File: src/rtl/accum_register.sv
// Accumulator register with load/add/sub/clear and multi-cycle 1-bit-per-cycle shifts.
// Flags and Q are registered; zero is decoded from Q.
module accum_register #(
   parameter int WIDTH    = 5,
   parameter bit SATURATE = 1'b0
) (
   input  logic             clk,
   input  logic             reset,
   input  logic             enable,
   input  logic [2:0]       mode,
   input  logic [WIDTH-1:0] Data,
   output logic [WIDTH-1:0] Q,
   output logic             carry,
   output logic             overflow,
   output logic             zero,
   output logic             busy,
   output logic             done
);
   localparam int MSB = WIDTH - 1;
   localparam int CW  = (WIDTH < 5) ? WIDTH : 5;
   localparam logic [WIDTH-1:0] MAX_POS = {1'b0, {(WIDTH-1){1'b1}}};
   localparam logic [WIDTH-1:0] MAX_NEG = {1'b1, {(WIDTH-1){1'b0}}};

   localparam logic [2:0] M_LOAD  = 3'd1;
   localparam logic [2:0] M_ADD   = 3'd2;
   localparam logic [2:0] M_SUB   = 3'd3;
   localparam logic [2:0] M_SHL   = 3'd4;
   localparam logic [2:0] M_SHR   = 3'd5;
   localparam logic [2:0] M_CLEAR = 3'd6;

   typedef enum logic {IDLE, SHIFT} state_t;

   state_t           state_q, state_d;
   logic [WIDTH-1:0] q_q, q_d;
   logic             carry_q, carry_d;
   logic             ovf_q, ovf_d;
   logic             busy_q, busy_d;
   logic             done_q, done_d;
   logic [4:0]       cnt_q, cnt_d;
   logic             dir_q, dir_d;

   logic [WIDTH:0]   sum, diff;
   logic             add_ovf, sub_ovf;
   logic [4:0]       shamt;

   always_comb begin
      sum     = {1'b0, q_q} + {1'b0, Data};
      diff    = {1'b0, q_q} - {1'b0, Data};
      add_ovf = (q_q[MSB] == Data[MSB]) && (sum[MSB] != q_q[MSB]);
      sub_ovf = (q_q[MSB] != Data[MSB]) && (diff[MSB] != q_q[MSB]);
      // narrow widths still take the count from whatever low bits exist
      shamt = '0;
      for (int i = 0; i < CW; i++) shamt[i] = Data[i];
   end

   always_comb begin
      state_d = state_q;
      q_d     = q_q;
      carry_d = carry_q;
      ovf_d   = ovf_q;
      cnt_d   = cnt_q;
      dir_d   = dir_q;
      done_d  = 1'b0;
      case (state_q)
         IDLE: begin
            if (enable) begin
               done_d = 1'b1;
               case (mode)
                  M_LOAD: begin
                     q_d     = Data;
                     carry_d = 1'b0;
                     ovf_d   = 1'b0;
                  end
                  M_ADD: begin
                     carry_d = sum[WIDTH];
                     ovf_d   = add_ovf;
                     // overflow direction follows the sign of the original Q
                     q_d     = (SATURATE && add_ovf) ? (q_q[MSB] ? MAX_NEG : MAX_POS) : sum[MSB:0];
                  end
                  M_SUB: begin
                     carry_d = diff[WIDTH];
                     ovf_d   = sub_ovf;
                     q_d     = (SATURATE && sub_ovf) ? (q_q[MSB] ? MAX_NEG : MAX_POS) : diff[MSB:0];
                  end
                  M_SHL, M_SHR: begin
                     carry_d = 1'b0;
                     ovf_d   = 1'b0;
                     if (shamt != 5'd0) begin
                        state_d = SHIFT;
                        cnt_d   = shamt;
                        dir_d   = (mode == M_SHR);
                        done_d  = 1'b0;
                     end
                  end
                  M_CLEAR: begin
                     q_d     = '0;
                     carry_d = 1'b0;
                     ovf_d   = 1'b0;
                  end
                  default: ;
               endcase
            end
         end
         SHIFT: begin
            q_d   = dir_q ? {q_q[MSB], q_q[MSB:1]} : {q_q[MSB-1:0], 1'b0};
            cnt_d = cnt_q - 5'd1;
            if (cnt_q == 5'd1) begin
               state_d = IDLE;
               done_d  = 1'b1;
            end
         end
         default: state_d = IDLE;
      endcase
      busy_d = (state_d == SHIFT);
   end

   always_ff @(posedge clk) begin
      if (reset) begin
         state_q <= IDLE;
         q_q     <= '0;
         carry_q <= 1'b0;
         ovf_q   <= 1'b0;
         busy_q  <= 1'b0;
         done_q  <= 1'b0;
         cnt_q   <= 5'd0;
         dir_q   <= 1'b0;
      end else begin
         state_q <= state_d;
         q_q     <= q_d;
         carry_q <= carry_d;
         ovf_q   <= ovf_d;
         busy_q  <= busy_d;
         done_q  <= done_d;
         cnt_q   <= cnt_d;
         dir_q   <= dir_d;
      end
   end

   assign Q        = q_q;
   assign carry    = carry_q;
   assign overflow = ovf_q;
   assign busy     = busy_q;
   assign done     = done_q;
   assign zero     = (q_q == '0);
endmodule

File: config.mk
export PLATFORM = sky130hd
export DESIGN_NAME = accum_register
export DESIGN_NICKNAME = d
export VERILOG_FILES = /design/src/rtl/accum_register.sv
export SDC_FILE = /design/constraint.sdc
export NUM_CORES = 1
export LEC_CHECK = 0
export BUFFER_PORTS_ARGS = -buffer_cell sky130_fd_sc_hd__buf_2
export CORE_ASPECT_RATIO = 0.5
export CORE_MARGIN = 2
export CORE_UTILIZATION = 35
export CTS_CLUSTER_SIZE = 16
export DETAILED_ROUTE_END_ITERATION = 16
export MAX_ROUTING_LAYER = met4
export SLEW_MARGIN = 20
export SYNTH_ARGS = -nofsm -noshare
export SYNTH_HDL_FRONTEND = slang
export SYNTH_SLANG_ARGS = --single-unit
File: constraint.sdc
create_clock -name clk -period 2.3 [get_ports clk]
set_input_delay 0.345 -clock clk [delete_from_list [all_inputs] [get_ports clk]]
set_output_delay 0.345 -clock clk [all_outputs]
set_load 0.005 [all_outputs]
Word-level counts from Yosys, hierarchy flattened
Index checks and enable logic that the tools add are counted.
{"block": "totals", "register_bits": 15, "mem_count": 0, "out_inout_bits": 10, "mem_bits_rw": 0, "word_cells": 60, "input_bits": 11, "rom_bits": 0, "latchBits": 0}
{"block": "op_classes", "shift": 0, "n_mul": 0, "addsub": 3, "eq_ne": 16, "reduce_logical": 12, "mux": 20, "div_mod_pow": 0, "n_lt_le_gt_ge": 0, "bitwise_logic": 1}
{"operator": "$mux W5", "n": 5}
{"operator": "$pmux W5 S2", "n": 2}
{"operator": "$pmux W5 S4", "n": 1}
{"operator": "$eq A3 B3 Y1 const B", "n": 3}
{"operator": "$reduce_and A3 Y1", "n": 3}
{"operator": "$mux W1", "n": 8}
{"operator": "$add A5 B5 Y6", "n": 1}
{"operator": "$eq A3 B2 Y1 const B", "n": 2}
{"operator": "$ne A2 B2 Y1 const B", "n": 3}
{"operator": "$pmux W1 S3", "n": 2}
{"operator": "$sub A5 B5 Y6", "n": 1}
{"operator": "$eq A5 B1 Y1 const B", "n": 1}
{"operator": "$logic_not A5 Y1", "n": 1}
{"operator": "$ne A5 B1 Y1 const B", "n": 1}
{"operator": "$reduce_bool A5 Y1", "n": 1}
{"operator": "$sub A5 B1 Y5 const B", "n": 1}
{"operator": "$pmux W1 S2", "n": 2}
{"operator": "$reduce_and A4 Y1", "n": 1}
{"operator": "$reduce_or A4 Y1", "n": 1}
{"operator": "$eq A3 B1 Y1 const B", "n": 1}
{"operator": "$ne A1 B1 Y1", "n": 3}
{"operator": "$reduce_bool A3 Y1", "n": 1}
{"operator": "$logic_and A1 B1 Y1", "n": 2}
{"operator": "$ne A2 B1 Y1 const B", "n": 1}
{"operator": "4 further kinds", "n": 4}

Longest topological paths before layout
Gate-level depths: netlist (run 1).
{"block": "logic_depth", "word_depth": 5, "ltp_mapped": 9, "ltp_nobuf": 9}

Least setup slack after synthesis (run 1)
Ideal clock, no wire load.
{"block": "synth_timing", "path_kind": "flip-flop to flip-flop", "startpoint": "register q_q[0], in the netlist Q[0]", "endpoint": "register q_q[4], in the netlist Q[4]", "required_ns": 2.221, "n_path_buf": 0, "setup_ns": 0.079, "period_less_slack_ns": 2.120, "slack_ns": 0.180, "arrival_time_ns": 2.041, "path_stages_with_launch": 8, "cell_sequence": "dfxtp_1 -> ha_1 -> fa_1 -> nor3b_2 -> a211o_1 -> mux2i_1 -> a221o_1 -> a211oi_2"}
{"block": "synth_via", "elab_chain_len": 4, "word_cells_on_any_way": 5, "cone_classes": "add/sub (2); mux (3)"}
{"element": "start: declaration", "line": "34", "text": "logic [WIDTH-1:0] q_q, q_d;"}
{"element": "start signal: assignment", "line": "129", "text": "q_q <= q_d;"}
{"element": "$sub A5 B5 Y6 / $add A5 B5 Y6 (equally long branches)", "line": "48, 47"}
{"element": "$pmux W5 S4 *", "line": "68", "text": "case (mode)"}
{"element": "$mux W5 *", "line": "66", "text": "if (enable) begin"}
{"element": "$pmux W5 S2 *", "line": "64", "text": "case (state_q)"}
Mark *: on every way between the ends. The rest lies on a longest branch, timed or not. The select of a mux whose other input is x is not followed.
A chain may end at the register's enable or synchronous reset.

Worst setup path in the final report (run 1)
Same ends and word-level chain as after synthesis.

==> results of run 1 <==
## cell usage after synthesis (2+ instances only)
cell type  instances  area share, %
a221oi_1           3            1.9
mux2_2             2            1.7
ha_1              12             11
a211o_1            2            1.3
mux2i_1            5            3.7
nand3b_1           2            1.1
nor3_1             3            1.1
nor2_1            17            4.7
a21oi_1           13            4.8
a21o_1             4            2.2
a222oi_1           3            2.2
xor2_1             2            1.3
nor2b_1            3            1.4
and2b_2            2            1.3
o21a_1             2            1.1
buf_2              2           0.74
and2_1             2           0.92
nand2_1            8            2.2
inv_1             14            3.9
nand3_1            4            1.5
nand2b_1           2           0.92
clkbuf_1           5            1.4
or3_1              2           0.92
a311oi_1           2            1.3
dfxtp_1           15             22
xnor2_1            3            1.9
a211oi_2           2            1.8
o21ai_0            3            1.1
fa_1               2            3.0
## layout make-up
class,instances,area (sq um)
tap,51,63.8
sequential,15,300
multi-input combinational,124,972
fill,379,1990
clock inverter,1,5.00
inverter,15,56.3
timing repair buffer,25,138
clock buffer,3,41.3
## kinds of logic (layout without fill, tap and decap cells)
| family | Yosys count | in the layout |
|---|---|---|
| xor gates and xnor gates | 5 | 5 |
| and+or+nand+nor | 50 | 50 |
| AOI/OAI and AO/OA | 47 | 47 |
| buffers and inverters | 22 | 44 |
| muxes | 8 | 8 |
| adders and majority gates | 14 | 14 |
| DFF | 15 | 15 |
## what timing repair did
action / CTS / global route
setup endpoints to repair: 0 / 1
resized for setup: 0 / 1
hold buffers: 0 / 0
## power by group through the flow
stage | clock network, W | logic, W | registers (W)
floorplan | 0 | 0.000208 | 0.000307
global placement | 0 | 0.000291 | 0.000310
detailed placement | 0 | 0.000293 | 0.000309
CTS | 0.000225 | 0.000295 | 0.000304
global route | 0.000238 | 0.000329 | 0.000308
finish | 0.000221 | 0.000295 | 0.000304
## sequential cells by signal, summed over array words and instances, names as in the netlist
| name | cells |
|---|---|
| Q | 5 |
| cnt_q | 5 |
| busy | 1 |
| carry | 1 |
| dir_q | 1 |
| done | 1 |
| overflow | 1 |
## worst min path at each step
stage | slack [ns] | end
floorplan | 0.42 | Q[3]
global placement | 0.47 | carry
detailed placement | 0.47 | carry
CTS | 0.39 | cnt_q[0]
global route | 0.40 | cnt_q[0]
finish | 0.40 | cnt_q[0]
## critical path, stage by stage (launching register included)
cell and delay, ns:
dfxtp_1 0.35, ha_2 0.21, fa_1 0.37, nor3b_2 0.16
a211o_1 0.31, mux2i_1 0.13, a221o_1 0.36, a211oi_2 0.20
## per-layer routing
metal	vias to the layer above	GRT usage (%)
met4	0	3.58
met2	33	23.8
met5	-	-
li1	627	-
met3	2	3.31
met1	598	24.6
## metrics by stage
stage          std cells  setup WS (ns)
6_report             234          0.114
5_1_grt              234         0.0303
4_1_cts              234         0.0772
3_5_place_dp         230        -0.0416
3_3_place_gp         230         0.0111
2_1_floorplan        161          0.180
==> flow_summary.yaml, run 1 <==
power_and_ir_drop:
  power_frac_comb_pct: 35.9
  switchingPower_w: 0.000288
  pwr-share-clk_pct: 27.0
  p_sw_share_pct: 35.1
  power_density_nw_per_um2: 521
  cellLeakagePower_nw: 0.733
  p_int_w: 0.000533
  vdd_drop_max_uv: 386
  seq_power_share_pct: 37.1
  totalPowerFinal_w: 0.000821
setup_path:
  endpoint: "Q[4]"
  cp_max_fo: 5
  critPathLaunchType: "flip-flop"
  worstReg2RegStart: "Q[0]"
  cp.required_ns: 2.48
  r2r_slack_ns: 0.11
  arrival_ns: 2.36
  endpoint_kind: "flip-flop"
  r2r-end: "Q[4]"
  path_class: "reg -> reg"
  ff2ff_path_depth: 7
  worstSetupStartpoint: "Q[0]"
yosys:
  synthAdderAreaFrac_pct: 14.0
  synth_xor_xnor_area_share_pct: 3.23
  yosysUniqueCellTypes: 49
  synth_compound_area_share_pct: 28.0
  synth_enable_flop_cells: 0
  yosysWarnings: 0
  synth_flop_cell: "dfxtp_1"
  syn_area_sq_um: 1360
  synthMuxAreaShare_pct: 6.19
  syn-mean-instance-area_sq_um: 8.42
  synthesis.nets: 186
  async_flop_share_pct: 0
  ys_ff_latch: 15
  yosys.area_share.simple_pct: 20.1
  synth_top_family_by_area: "compound AO/OA/AOI/OAI gates"
  ys_seq_area_share_pct: 22.2
  synth_cells: 161
cells_and_area:
  num_antenna_cells: 0
  post-route-util_pct: 44.2
  layout_common_cells: "20 x buf_2, 17 x nor2_1, 15 x dfxtp_1, 14 x inv_1, 13 x a21oi_1"
  stdcell_area_sq_um: 1580
  area_delta_synth_final_pct: 16.3
  finish.net_count: 209
  layout-drive-gt1-share_pct: 24.6
  final_common_cell: "buf_2"
worst_hold_path:
  hold_class: "in -> reg"
  hp-start: "Data[0]"
  worstHoldPathCells: 3
timing:
  hold_viol: 0
  slew_headroom_pct: 68.3
  period_share_pct: 95.0
  grt_setup_unrepaired: "no"
  worstMarginPinSlew_ns: 0.475
  skew_ns: 0.00260
  finalSetupTns_ns: 0
  fin_hold_ws_ns: 0.398
  finalSetupViolations: 0
  period_minus_slack_ns: 2.19
  fmax_ghz: 0.457
  maxSlewViolCount: 0
detailed_routing:
  initialDrtViolationCount: 58
  vias_per_cell: 5.38
  met2_length_um: 1420
  met1_length_um: 1750
  wl_um: 3390
  via_count: 1260
  routedWlPerCell_um: 14.5
  route.met3.wl_um: 205
  drtAntennaViolNets: 0
  drc: 0
  top_layer_used: "met4"
  first_pass_iters: 4
clock_tree:
  clk_pin_slew_ns: 0.07
  clock-root-buffer: "clkbuf_8"
  cts_buffers: 3
  insertion_delay_ns: 0.25
  cts_setup_buffers: 0
  cts-htree-levels: 1
  clk_path_buf_depth: 2
  cts_tree: "built"
  cts_sinks: 15
place:
  io_buffer_count: 20
  gp_congestion: 0.839
  placed_area_sq_um: 1530
  dp_hpwl_um: 2590
floorplan:
  core_sq_um: 3570
  dieArea_sq_um: 4420
  die_w_um: 92.0
  rows: 15
  io_pins: 21
  start_util_pct: 38.0
  die_y_um: 48
job:
  cap_violations: 0
status:
  status: "finished, final reports clean"
grt:
  grt_max_degree: 17
  grt_pass1_vias: 1047
  grtUsageTotal_pct: 16.9
  gr-total-overflow: 0
  antenna_found_initial: 0
  grt_pass1_wl_um: 5380
Note: power is estimated with default switching activity, not from simulation.
==> run 2: changes to the inputs <==
==> constraint.sdc (replaced) <==
create_clock -name clk -period 2.5 [get_ports clk]
set_input_delay 0.375 -clock clk [delete_from_list [all_inputs] [get_ports clk]]
set_output_delay 0.375 -clock clk [all_outputs]
set_load 0.005 [all_outputs]
==> flow_summary.yaml, run 2 (synthesized netlist as in run 1, its figures left out) <==
status:
  status: "finished, final reports clean"
place:
  dp_hpwl_um: 2530
  io_buffer_count: 20
  placed_area_sq_um: 1490
  post-place-ws_ns: 0.111
  gp_congestion: 0.835
cells_and_area:
  area_delta_synth_final_pct: 13.6
  layout-drive-gt1-share_pct: 21.9
  final_common_cell: "buf_2"
  finish.net_count: 204
  stdcell_area_sq_um: 1540
  layout_common_cells: "20 x buf_2, 17 x nor2_1, 15 x dfxtp_1, 14 x inv_1, 13 x a21oi_1"
  num_antenna_cells: 0
  fillers: 373
clock_tree:
  clock-root-buffer: "clkbuf_8"
  clk_pin_slew_ns: 0.07
  cts_sinks: 15
  ctsResizeCount: 0
  cts_setup_buffers: 0
  insertion_delay_ns: 0.25
  cts_tree: "built"
  cts-htree-levels: 1
  ctsHoldBuffers: 0
  clk_path_buf_depth: 2
  cts_buffers: 3
timing:
  period_minus_slack_ns: 2.24
  worstMarginPinSlew_ns: 0.704
  fin_ws_ns: 0.261
  fin_hold_ws_ns: 0.428
  finalSetupViolations: 0
  finalSetupTns_ns: 0
  maxSlewViolCount: 0
  hold_viol: 0
  slew_headroom_pct: 53.0
  grt_setup_unrepaired: "no"
  period_share_pct: 89.6
  skew_ns: 0.000914
  fmax_ghz: 0.447
detailed_routing:
  met1_length_um: 1720
  vias_per_cell: 5.31
  initialDrtViolationCount: 72
  wl_um: 3230
  route.met3.wl_um: 115
  drtAntennaViolNets: 0
  met2_length_um: 1400
  top_layer_used: "met3"
  first_pass_iters: 4
  routedWlPerCell_um: 14.1
  via_count: 1217
  drc: 0
power_and_ir_drop:
  vdd_drop_max_uv: 297
  cellLeakagePower_nw: 0.705
  power_density_nw_per_um2: 485
  totalPowerFinal_w: 0.000747
grt:
  grt_pass1_wl_um: 5440
  grt_pass1_vias: 1084
  gr-total-overflow: 0
  grtUsageTotal_pct: 16.3
  grt_max_degree: 23
  antenna_found_initial: 0
setup_path:
  cp_max_fo: 5
  endpoint_kind: "flip-flop"
  worstReg2RegStart: "Q[0]"
  worstSetupStartpoint: "Q[0]"
  crit_slowest_cell: "fa_1"
  critPathLaunchType: "flip-flop"
  arrival_ns: 2.41
  path_buf_inv: 0
  path_cells: "ha_1, fa_1, nor3b_2, a211o_1, mux2i_1, a221o_1, a211oi_2"
  cpPeakStageDelay_ns: 0.39
  cp_top_family: "compound AO/OA/AOI/OAI gates"
  r2r_slack_ns: 0.26
  cp.required_ns: 2.68
  path_class: "reg -> reg"
floorplan:
  core_sq_um: 3570
  die_y_um: 48
  die_w_um: 92.0
  rows: 15
  io_pins: 21
  start_util_pct: 38.0
  dieArea_sq_um: 4420
worst_hold_path:
  hp-start: "Data[0]"
  hold_class: "in -> reg"
job:
  cap_violations: 0
[run 2: changes by cell type in the layout (fill, tap and decap cells not counted), sizes merged]
| cell | previous run | this run |
|---|---|---|
| buf | 25 | 20 |
| clkinv | 1 | 0 |
| clkinvlp | 0 | 1 |
[run 2: path summary, 6_finish.rpt]
| kind | cells past startpoint | end |
|---|---|---|
| worst max register to register | 7 | Q[4] |
| worst max-delay path | 7 | Q[4] |
| worst min-delay path | 3 | cnt_q[0] |
| worst min register to register | 2 | overflow |
[run 2: final cells by class]
cell class / instances / area [sq um] / area share (%)
clock buffers: 3 / 41.3 / 2.68
clock inverters: 1 / 7.51 / 0.488
well taps: 51 / 63.8 / 4.15
inverters: 15 / 56.3 / 3.66
multi-input cells: 124 / 970 / 63.0
repair buffers: 20 / 100 / 6.50
flip-flops and latches: 15 / 300 / 19.5
[run 2: routing by layer]
layer | track usage, % | vias to the layer above
met2 | 25.1 | 23
met3 | 2.83 | 0
met5 | - | -
met1 | 23.1 | 576
li1 | - | 618
met4 | 1.79 | 0
[run 2: through the flow]
stage,utilization (%),std cells
2_1_floorplan,-,161
3_3_place_gp,41.8,225
3_5_place_dp,41.8,225
4_1_cts,43.2,229
5_1_grt,43.2,229
6_report,43.2,229
[run 2: worst register-to-register path, stage by stage, from the launching register on]
cell and delay (ns):
dfxtp_1 0.35, ha_1 0.25, fa_1 0.39, nor3b_2 0.16
a211o_1 0.32, mux2i_1 0.13, a221o_1 0.36, a211oi_2 0.21
[run 2: where the power goes]
| part | internal, W | total (W) | switching (W) |
|---|---|---|---|
| combinational | 0.000114 | 0.000254 | 0.000139 |
| clock | 0.000112 | 0.000206 | 0.0000938 |
| sequential | 0.000258 | 0.000287 | 0.0000293 |
| total | 0.000484 | 0.000747 | 0.000263 |
